==> config.mk <==
export PLATFORM = sky130hd
export DESIGN_NAME = i2s_clkws_tdm_gen
export DESIGN_NICKNAME = d
export VERILOG_FILES = /design/src/rtl/i2s_clkws_pkg.sv /design/src/rtl/i2s_clkws_tdm_ch.sv /design/src/rtl/i2s_clkws_tdm_gen.sv
export SDC_FILE = /design/constraint.sdc
export NUM_CORES = 1
export LEC_CHECK = 0
export CAP_MARGIN = 20
export CORE_ASPECT_RATIO = 0.6
export CORE_MARGIN = 3
export CORE_UTILIZATION = 47
export DETAILED_ROUTE_END_ITERATION = 6
export GPL_ROUTABILITY_DRIVEN = 0
export GPL_TIMING_DRIVEN = 0
export HOLD_SLACK_MARGIN = 0.02
export PLACE_DENSITY = 0.75
export SLEW_MARGIN = 20
export SYNTH_ARGS = -nofsm -noshare
export SYNTH_HDL_FRONTEND = slang
export SYNTH_SLANG_ARGS = --single-unit
==> constraint.sdc <==
create_clock -name clk_i -period 10.87 [get_ports clk_i]
set_clock_uncertainty 0.05 [all_clocks]
set_input_delay 2.174 -clock clk_i [delete_from_list [all_inputs] [get_ports clk_i]]
set_output_delay 2.174 -clock clk_i [all_outputs]
set_load 0.005 [all_outputs]
==> src/rtl/i2s_clkws_pkg.sv <==
// Shared types and the word-select rule for the I2S/TDM clock generators.
package i2s_clkws_pkg;

  // Word-select framing modes; encoding 3 behaves as ALT.
  typedef enum logic [1:0] {
    WS_ALT   = 2'd0,
    WS_PULSE = 2'd1,
    WS_WORD  = 2'd2
  } ws_mode_e;

  // Generator run state.
  typedef enum logic {
    CH_IDLE = 1'b0,
    CH_RUN  = 1'b1
  } ch_state_e;

  // Word-select level for a (slot, bit) position, given only the bits of the
  // position that matter so the function stays width-independent.
  function automatic logic ws_of(input logic [1:0] mode,
                                 input logic       slot_zero,
                                 input logic       slot_lsb,
                                 input logic       bit_zero);
    case (mode)
      WS_PULSE: return slot_zero & bit_zero;
      WS_WORD:  return slot_zero;
      default:  return slot_lsb;
    endcase
  endfunction

endpackage

==> src/rtl/i2s_clkws_tdm_ch.sv <==
// One SCK/WS generator with TDM slot counting and frame-boundary config shadowing.
module i2s_clkws_tdm_ch
  import i2s_clkws_pkg::*;
#(
  parameter int unsigned DIV_W  = 16,
  parameter int unsigned SIZE_W = 5,
  parameter int unsigned NUM_W  = 3
) (
  input  logic              clk,
  input  logic              rst_n,
  input  logic              en,
  input  logic              sync,
  input  logic [DIV_W-1:0]  cfg_div,
  input  logic [SIZE_W-1:0] cfg_word_size,
  input  logic [NUM_W-1:0]  cfg_word_num,
  input  logic [1:0]        cfg_ws_mode,
  input  logic              cfg_ws_dly,
  output logic              sck,
  output logic              sck_rise,
  output logic              sck_fall,
  output logic              ws,
  output logic              frame,
  output logic [NUM_W-1:0]  slot,
  output logic [SIZE_W-1:0] bit_idx
);

  ch_state_e         state_q, state_d;
  logic [DIV_W-1:0]  div_cnt_q, div_cnt_d;
  logic [DIV_W-1:0]  div_sh_q, div_sh_d;
  logic [SIZE_W-1:0] size_sh_q, size_sh_d;
  logic [NUM_W-1:0]  num_sh_q, num_sh_d;
  logic [1:0]        mode_sh_q, mode_sh_d;
  logic              dly_sh_q, dly_sh_d;
  logic              sck_q, sck_d;
  logic              rise_q, rise_d;
  logic              fall_q, fall_d;
  logic              ws_q, ws_d;
  logic              frame_q, frame_d;
  logic [NUM_W-1:0]  slot_q, slot_d;
  logic [SIZE_W-1:0] bit_q, bit_d;
  logic              pos_load;

  // WS for a position; with the lead enabled, look one bit ahead with frame wrap.
  function automatic logic ws_at(input logic [1:0]        mode,
                                 input logic              dly,
                                 input logic [NUM_W-1:0]  s,
                                 input logic [SIZE_W-1:0] b,
                                 input logic [NUM_W-1:0]  num,
                                 input logic [SIZE_W-1:0] size);
    logic [NUM_W-1:0]  ns;
    logic [SIZE_W-1:0] nb;
    ns = s;
    nb = b;
    if (dly) begin
      if (b == size) begin
        nb = '0;
        ns = (s == num) ? '0 : s + 1'b1;
      end else begin
        nb = b + 1'b1;
      end
    end
    return ws_of(mode, ns == '0, ns[0], nb == '0);
  endfunction

  // Next-state: disable beats realign/start, which beats normal counting.
  always_comb begin
    state_d   = state_q;
    div_cnt_d = div_cnt_q;
    div_sh_d  = div_sh_q;
    size_sh_d = size_sh_q;
    num_sh_d  = num_sh_q;
    mode_sh_d = mode_sh_q;
    dly_sh_d  = dly_sh_q;
    sck_d     = sck_q;
    rise_d    = 1'b0;
    fall_d    = 1'b0;
    ws_d      = ws_q;
    frame_d   = 1'b0;
    slot_d    = slot_q;
    bit_d     = bit_q;
    pos_load  = 1'b0;

    if (!en) begin
      state_d   = CH_IDLE;
      div_cnt_d = '0;
      sck_d     = 1'b0;
      ws_d      = 1'b0;
      slot_d    = '0;
      bit_d     = '0;
    end else if (sync || state_q == CH_IDLE) begin
      state_d   = CH_RUN;
      div_sh_d  = cfg_div;
      size_sh_d = cfg_word_size;
      num_sh_d  = cfg_word_num;
      mode_sh_d = cfg_ws_mode;
      dly_sh_d  = cfg_ws_dly;
      div_cnt_d = '0;
      sck_d     = 1'b0;
      slot_d    = '0;
      bit_d     = '0;
      frame_d   = 1'b1;
      pos_load  = 1'b1;
    end else if (div_cnt_q == div_sh_q) begin
      div_cnt_d = '0;
      sck_d     = ~sck_q;
      if (!sck_q) begin
        rise_d = 1'b1;
      end else begin
        fall_d   = 1'b1;
        pos_load = 1'b1;
        if (bit_q == size_sh_q) begin
          bit_d = '0;
          if (slot_q == num_sh_q) begin
            slot_d    = '0;
            frame_d   = 1'b1;
            div_sh_d  = cfg_div;
            size_sh_d = cfg_word_size;
            num_sh_d  = cfg_word_num;
            mode_sh_d = cfg_ws_mode;
            dly_sh_d  = cfg_ws_dly;
          end else begin
            slot_d = slot_q + 1'b1;
          end
        end else begin
          bit_d = bit_q + 1'b1;
        end
      end
    end else begin
      div_cnt_d = div_cnt_q + 1'b1;
    end

    // WS is recomputed only when the position moves; at a frame boundary it
    // already reflects the freshly loaded shadow config.
    if (pos_load) begin
      ws_d = ws_at(mode_sh_d, dly_sh_d, slot_d, bit_d, num_sh_d, size_sh_d);
    end
  end

  // State, shadow and output registers.
  always_ff @(posedge clk or negedge rst_n) begin
    if (!rst_n) begin
      state_q   <= CH_IDLE;
      div_cnt_q <= '0;
      div_sh_q  <= '0;
      size_sh_q <= '0;
      num_sh_q  <= '0;
      mode_sh_q <= '0;
      dly_sh_q  <= 1'b0;
      sck_q     <= 1'b0;
      rise_q    <= 1'b0;
      fall_q    <= 1'b0;
      ws_q      <= 1'b0;
      frame_q   <= 1'b0;
      slot_q    <= '0;
      bit_q     <= '0;
    end else begin
      state_q   <= state_d;
      div_cnt_q <= div_cnt_d;
      div_sh_q  <= div_sh_d;
      size_sh_q <= size_sh_d;
      num_sh_q  <= num_sh_d;
      mode_sh_q <= mode_sh_d;
      dly_sh_q  <= dly_sh_d;
      sck_q     <= sck_d;
      rise_q    <= rise_d;
      fall_q    <= fall_d;
      ws_q      <= ws_d;
      frame_q   <= frame_d;
      slot_q    <= slot_d;
      bit_q     <= bit_d;
    end
  end

  assign sck      = sck_q;
  assign sck_rise = rise_q;
  assign sck_fall = fall_q;
  assign ws       = ws_q;
  assign frame    = frame_q;
  assign slot     = slot_q;
  assign bit_idx  = bit_q;

endmodule

==> src/rtl/i2s_clkws_tdm_gen.sv <==
// NUM_GEN independent I2S/TDM SCK/WS generators sharing one realign strobe.
module i2s_clkws_tdm_gen
  import i2s_clkws_pkg::*;
#(
  parameter int unsigned NUM_GEN = 2,
  parameter int unsigned DIV_W   = 16,
  parameter int unsigned SIZE_W  = 5,
  parameter int unsigned NUM_W   = 3
) (
  input  logic                      clk_i,
  input  logic                      rstn_i,
  input  logic [NUM_GEN-1:0]        en_i,
  input  logic                      sync_i,
  input  logic [NUM_GEN*DIV_W-1:0]  cfg_div_i,
  input  logic [NUM_GEN*SIZE_W-1:0] cfg_word_size_i,
  input  logic [NUM_GEN*NUM_W-1:0]  cfg_word_num_i,
  input  logic [NUM_GEN*2-1:0]      cfg_ws_mode_i,
  input  logic [NUM_GEN-1:0]        cfg_ws_dly_i,
  output logic [NUM_GEN-1:0]        sck_o,
  output logic [NUM_GEN-1:0]        sck_rise_o,
  output logic [NUM_GEN-1:0]        sck_fall_o,
  output logic [NUM_GEN-1:0]        ws_o,
  output logic [NUM_GEN-1:0]        frame_o,
  output logic [NUM_GEN*NUM_W-1:0]  slot_o,
  output logic [NUM_GEN*SIZE_W-1:0] bit_o
);

  // One generator per slice of the packed config/status vectors.
  for (genvar g = 0; g < NUM_GEN; g++) begin : g_ch
    i2s_clkws_tdm_ch #(
      .DIV_W (DIV_W),
      .SIZE_W(SIZE_W),
      .NUM_W (NUM_W)
    ) u_ch (
      .clk          (clk_i),
      .rst_n        (rstn_i),
      .en           (en_i[g]),
      .sync         (sync_i),
      .cfg_div      (cfg_div_i[g*DIV_W +: DIV_W]),
      .cfg_word_size(cfg_word_size_i[g*SIZE_W +: SIZE_W]),
      .cfg_word_num (cfg_word_num_i[g*NUM_W +: NUM_W]),
      .cfg_ws_mode  (cfg_ws_mode_i[g*2 +: 2]),
      .cfg_ws_dly   (cfg_ws_dly_i[g]),
      .sck          (sck_o[g]),
      .sck_rise     (sck_rise_o[g]),
      .sck_fall     (sck_fall_o[g]),
      .ws           (ws_o[g]),
      .frame        (frame_o[g]),
      .slot         (slot_o[g*NUM_W +: NUM_W]),
      .bit_idx      (bit_o[g*SIZE_W +: SIZE_W])
    );
  end

endmodule
# ---- After elaboration in Yosys (flattened, before gate mapping)
# Index checks and enable logic that the tools add are counted.
dict set report word_totals {
  in_bits 59
  out_inout_bits 26
  elab_cells 228
  reg_bits 114
}
dict set report classes {
  n_addsub 10
  mux 148
  n_bitwise 6
  n_eq_ne 20
  reduce_logical 16
}
# cell count
set ops {}
lappend ops {{two-way mux 16 bit} 16}
lappend ops {{two-way mux 5 bit} 28}
lappend ops {{two-way mux 3 bit} 32}
lappend ops {{two-way mux 1 bit} 58}
lappend ops {{adder 16 x 1 -> 16 bit (second input constant)} 2}
lappend ops {{equality test 16 bit} 2}
lappend ops {{two-way mux 2 bit} 12}
lappend ops {{adder 5 x 1 -> 5 bit (second input constant)} 4}
lappend ops {{equality test 5 bit} 4}
lappend ops {{nonzero test 2 bit} 8}
lappend ops {{adder 3 x 1 -> 3 bit (second input constant)} 4}
lappend ops {{equality test 3 bit} 4}
lappend ops {{logical NOT 5 bit} 2}
lappend ops {{AND reduction 5 bit} 2}
lappend ops {{!= test 2 x 1 -> 1 bit (second input constant)} 4}
lappend ops {{logical NOT 3 bit} 2}
lappend ops {{!= test 3 x 1 -> 1 bit (second input constant)} 2}
lappend ops {{equality test 2 x 1 -> 1 bit (second input constant)} 2}
lappend ops {{equality test 2 bit (second input constant)} 2}
lappend ops {{NOT 1 bit} 4}
lappend ops {{one-hot mux 1 bit (2 select lines)} 2}
lappend ops {{bitwise AND 1 bit} 2}
lappend ops {{logical OR 1 bit} 2}

# ---- Longest topological paths before layout
dict set report logic_depth {
  word_depth 16
  depth_mapped 17
}

# ---- By module
# Synthesis repeated with hierarchy kept, for this count alone.
dict set report unflattened {
  hier_cells 619
  hier_area_um2 6239.7
}
# module instances area_each_um2 cells_each seq_area_each_um2
set by_module_without_submodules {}
lappend by_module_without_submodules {{i2s_clkws_tdm_ch (g_ch[1].u_ch)} 1 3146.8 328 1426.4}
lappend by_module_without_submodules {{i2s_clkws_tdm_ch (g_ch[0].u_ch)} 1 3093.0 291 1426.4}

# ---- Worst setup path after synthesis
# OpenSTA, ideal clock, no wires.
dict set report synth_timing {
  path_type {input -> register}
  start {input port sync_i}
  end {register g_ch[1].u_ch.ws_q}
  setup_slack_ns 6.013
  arrival_time_ns 4.742
  n_path_buf 2
  cell_stages 12
  setup_ns 0.065
  path_cell_list {nand2b_1 -> and2_1 -> a31o_4 -> buf_6 -> clkbuf_1 -> mux2_2 -> ha_1 -> nor4_1 -> nand3_1 -> or3_1 -> a222oi_1 -> o21a_1}
}
dict set report synth_via {
  word_cells_on_any_way 34
  cone_classes {add/sub: 2; eq/ne: 5; mux: 23; bitwise: 1; reduce/logical: 3}
}
# element line
set synth_rtl {}
lappend synth_rtl {{start, declared} i2s_clkws_tdm_gen.sv:13} ;# input logic sync_i,
lappend synth_rtl {{logical OR 1 bit *} i2s_clkws_tdm_ch.sv:90} ;# end else if (sync || state_q == CH_IDLE) begin
lappend synth_rtl {{two-way mux 2 bit *} i2s_clkws_tdm_ch.sv:90}
lappend synth_rtl {{two-way mux 2 bit *} i2s_clkws_tdm_ch.sv:83} ;# if (!en) begin
lappend synth_rtl {{named net g_ch[1].u_ch.mode_sh_d[1]} i2s_clkws_tdm_ch.sv:32} ;# logic [1:0] mode_sh_q, mode_sh_d;
lappend synth_rtl {{equality test 2 bit or equality test 2 x 1 -> 1 bit (tied branches)} i2s_clkws_pkg.sv:23} ;# case (mode)
lappend synth_rtl {{one-hot mux 1 bit (2 select lines) *} i2s_clkws_pkg.sv:23}
lappend synth_rtl {{two-way mux 1 bit *} i2s_clkws_tdm_ch.sv:134} ;# if (pos_load) begin
lappend synth_rtl {{end signal, assigned} i2s_clkws_tdm_ch.sv:167} ;# ws_q <= ws_d;
lappend synth_rtl {{end, declared} i2s_clkws_tdm_ch.sv:37} ;# logic ws_q, ws_d;
# The timed path passes the listed nets; every way through them passes the cells marked *. The select of a mux whose other input is x is not followed.
# A chain may end at the register's enable or synchronous reset.

# ---- Worst setup path after layout
dict set report layout_timing {
  start {input port en_i[0]}
  end {register g_ch[0].u_ch.ws_q}
}
dict set report layout_via {
  word_cells_on_any_way 26
  cone_classes {add/sub: 2; eq/ne: 5; mux: 16; bitwise: 1; reduce/logical: 2}
}
# element line
set layout_rtl {}
lappend layout_rtl {{start, declared} i2s_clkws_tdm_gen.sv:12} ;# input logic [NUM_GEN-1:0] en_i,
lappend layout_rtl {{two-way mux 2 bit *} i2s_clkws_tdm_ch.sv:83}
lappend layout_rtl {{named net g_ch[0].u_ch.mode_sh_d[0]} i2s_clkws_tdm_ch.sv:32}
lappend layout_rtl {{equality test 2 bit or equality test 2 x 1 -> 1 bit (tied branches)} i2s_clkws_pkg.sv:23}
lappend layout_rtl {{one-hot mux 1 bit (2 select lines) *} i2s_clkws_pkg.sv:23}
lappend layout_rtl {{two-way mux 1 bit *} i2s_clkws_tdm_ch.sv:134}
lappend layout_rtl {{end signal, assigned} i2s_clkws_tdm_ch.sv:167}
lappend layout_rtl {{end, declared} i2s_clkws_tdm_ch.sv:37}
# Marks and branches as above.

==> results.toml <==
[run_status]
status = "finished clean"

[logic_synthesis]
yosys_register_bits = 114
syn_nets = 656
synth_edf_count = 0
synth_area_mm2 = 0.00635
yosysWarnings = 0
synth_common_cells = "dfrtp_1 (114), xor2_1 (55), nor2_1 (52)"
netlist.area_leader.share_pct = 44.9
synthFlopType = "dfrtp_1"
synth.yosys.seq_area_share_pct = 44.9
synth.largest_area_cell = "dfrtp_1"
synth.distinct_cells = 66
netlist_instances = 583
syn_avg_cell_area_um2 = 10.9
synth_most_common_cell = "dfrtp_1"
ys_async_sr_fraction_pct = 100
post_synth_main_area_contributors = "dfrtp_1 (45%), mux2_2 (8.5%), xor2_1 (7.6%), xnor2_1 (5.5%), nor2_1 (3.1%)"

[timing]
max_freq_mhz = 175
max_slew_margin_pct = 57.9
hold_viol = 0
worst_pin_slew_ps = 631
rsz0062_at_grt = "false"
finalMaxSlewViolations = 0
fin_setup_tns_ps = 0
layout_min_cycle_time_ps = 5720
post-route-period-util_pct = 52.6
setup_viol = 0

[global_routing]
grt_overflow = 0
grt_max_degree = 81
busiest_layer = "met2"
grtUsageMet2_pct = 32.9
grtUsageMet1_pct = 29.7
grtUsageMet3_pct = 4.72
antenna_found_initial = 0
grt_pass1_vias = 4906
grt_usage_pct = 21.2
grt_pass1_wl_um = 24700

[clock_network]
cts_resized = 0
tritoncts = "yes"
cts_made_buffers = 17
h-tree-depth = 4
cts_sinks = 114
clockRootBuffer = "clkbuf_16"
clk_pin_slew_ps = 60
clock_path_buffers = 2
cts_setup_buffers = 0
postCtsHoldBufs = 0
clock_latency_ps = 410

[critical_path]
crit_type = "primary input to flip-flop"
endpoint_kind = "flip-flop"
cp-start-kind = "primary input"
crit_arrival_ps = 5940
path_max_fanout = 10
r2r_end = "g_ch[0].u_ch.ws"
reg2reg_depth = 15
critPathRequiredTime_ps = 11100
ff2ff_setup_slack_ps = 6330
r2r-start = "g_ch[0].u_ch.slot[0]"

[place]
io_buffers = 84
dp_hpwl_um = 11100
placed_cells = 838

[layout]
antennaDiodeCount = 0
stdcell_count = 870
postLayoutCoreUtil_pct = 61.6
area_delta_synth_final_pct = 26.4
finalNetCount = 760
drive_above_1_share_pct = 18.3

[worst_hold_path]
hp-start = "g_ch[0].u_ch.mode_sh_q[1]"
min_to = "g_ch[0].u_ch.mode_sh_q[1]"
hp-class = "flip-flop to flip-flop"
hold_depth = 1

[floorplan]
initial_core_util_pct = 48.8
die_y_um = 96.0
pin_count = 85
fp.dieW_um = 156
die-area_mm2 = 0.0150
rows = 32
coreArea_mm2 = 0.0130

[power]
vdd_drop_max_mv = 0.0955
power_leakage_uw = 0.00344
power_uw = 1180
power_per_cell_area_mw_per_mm2 = 147

[routing]
first_pass_iters = 6
vias = 4779
drt_wl_total_um = 15100
wire_per_inst_um = 17.3
antenna_left = 0
drc = 0
avgViaCountPerCell = 5.49
first_iter_violations = 329

[job]
drv_cap = 0
report_power, final:
| group | internal (µW) | switching [µW] |
|---|---|---|
| logic | 80.7 | 71.6 |
| clock network | 346 | 210 |
| registers | 453 | 20.2 |
area by class of cell:
type                       count  area (µm²)
multi-input combinational    423        3250
clock inverter                14         151
buffer                        30         185
timing repair buffer          85         870
clock buffer                  18         439
sequential                   114        2850
inverter                      16        60.1
fill                        1042        4990
tap                          170         213
worst max path at each step:
stage	startpoint	end
floorplan	sync_i	g_ch[1].u_ch.ws
global placement	rstn_i	g_ch[0].u_ch.bit_idx[1]
detailed placement	en_i[0]	g_ch[0].u_ch.ws
CTS	en_i[0]	g_ch[0].u_ch.ws
global route	en_i[0]	g_ch[0].u_ch.ws
finish	en_i[0]	g_ch[0].u_ch.ws
worst max-delay path, cell delays in order:
cell and delay, ps:
clkdlybuf4s50_1 610, nand3_1 170, o32ai_4 570, clkbuf_1 550
buf_2 410, mux2i_1 280, inv_1 90, ha_1 240
nand2b_1 90, nor4_1 50, nor3_1 250, nor4_1 90
o31ai_1 250, o21ai_1 120
cells by family after synthesis:
group | count (synthesis) | share of synthesized area (%)
AO/OA/AOI/OAI | 52 | 6.51
XOR/XNOR | 95 | 13.1
multiplexers | 63 | 11.3
adder cells (fa/ha/maj) | 14 | 2.76
flip-flops | 114 | 44.9
AND/OR/NAND/NOR | 199 | 17.6
buffers and inverters | 46 | 3.86
stage by stage:
stage,hold WS (ps),area [µm²],setup slack (ps)
final,470,8020,5150
after CTS,477,8020,5120
after global placement,445,7400,3230
after global routing,495,8020,4770
after floorplan,423,6350,6010
after detailed placement,464,7430,4680
sequential cells by signal (all words and copies together) (netlist names):
signal	cells
g_ch.u_ch.slot	6
g_ch.u_ch.dly_sh_q	2
g_ch.u_ch.frame	2
g_ch.u_ch.state_q	2
g_ch.u_ch.sck_fall	2
g_ch.u_ch.div_sh_q	32
g_ch.u_ch.ws	2
g_ch.u_ch.sck	2
g_ch.u_ch.bit_idx	10
g_ch.u_ch.num_sh_q	6
g_ch.u_ch.sck_rise	2
g_ch.u_ch.div_cnt_q	32
g_ch.u_ch.size_sh_q	10
g_ch.u_ch.mode_sh_q	4
cell usage in the layout (no fill, tap or decap), drive strengths merged, types with 20 or more instances in the layout:
| master | n |
|---|---|
| clkdlybuf4s50 | 83 |
| dfrtp | 114 |
| buf | 21 |
| xnor2 | 40 |
| nand3 | 35 |
| inv | 20 |
| nand2 | 32 |
| xor2 | 55 |
| nor2 | 52 |
| clkbuf | 29 |
| mux2 | 55 |
layer usage:
metal,vias to the layer above,wire [µm]
met5,-,0
met2,173,6790
met1,2350,7060
met3,21,1050
li1,2235,-
met4,0,195
No activity file was read; power rests on OpenSTA's default activity.
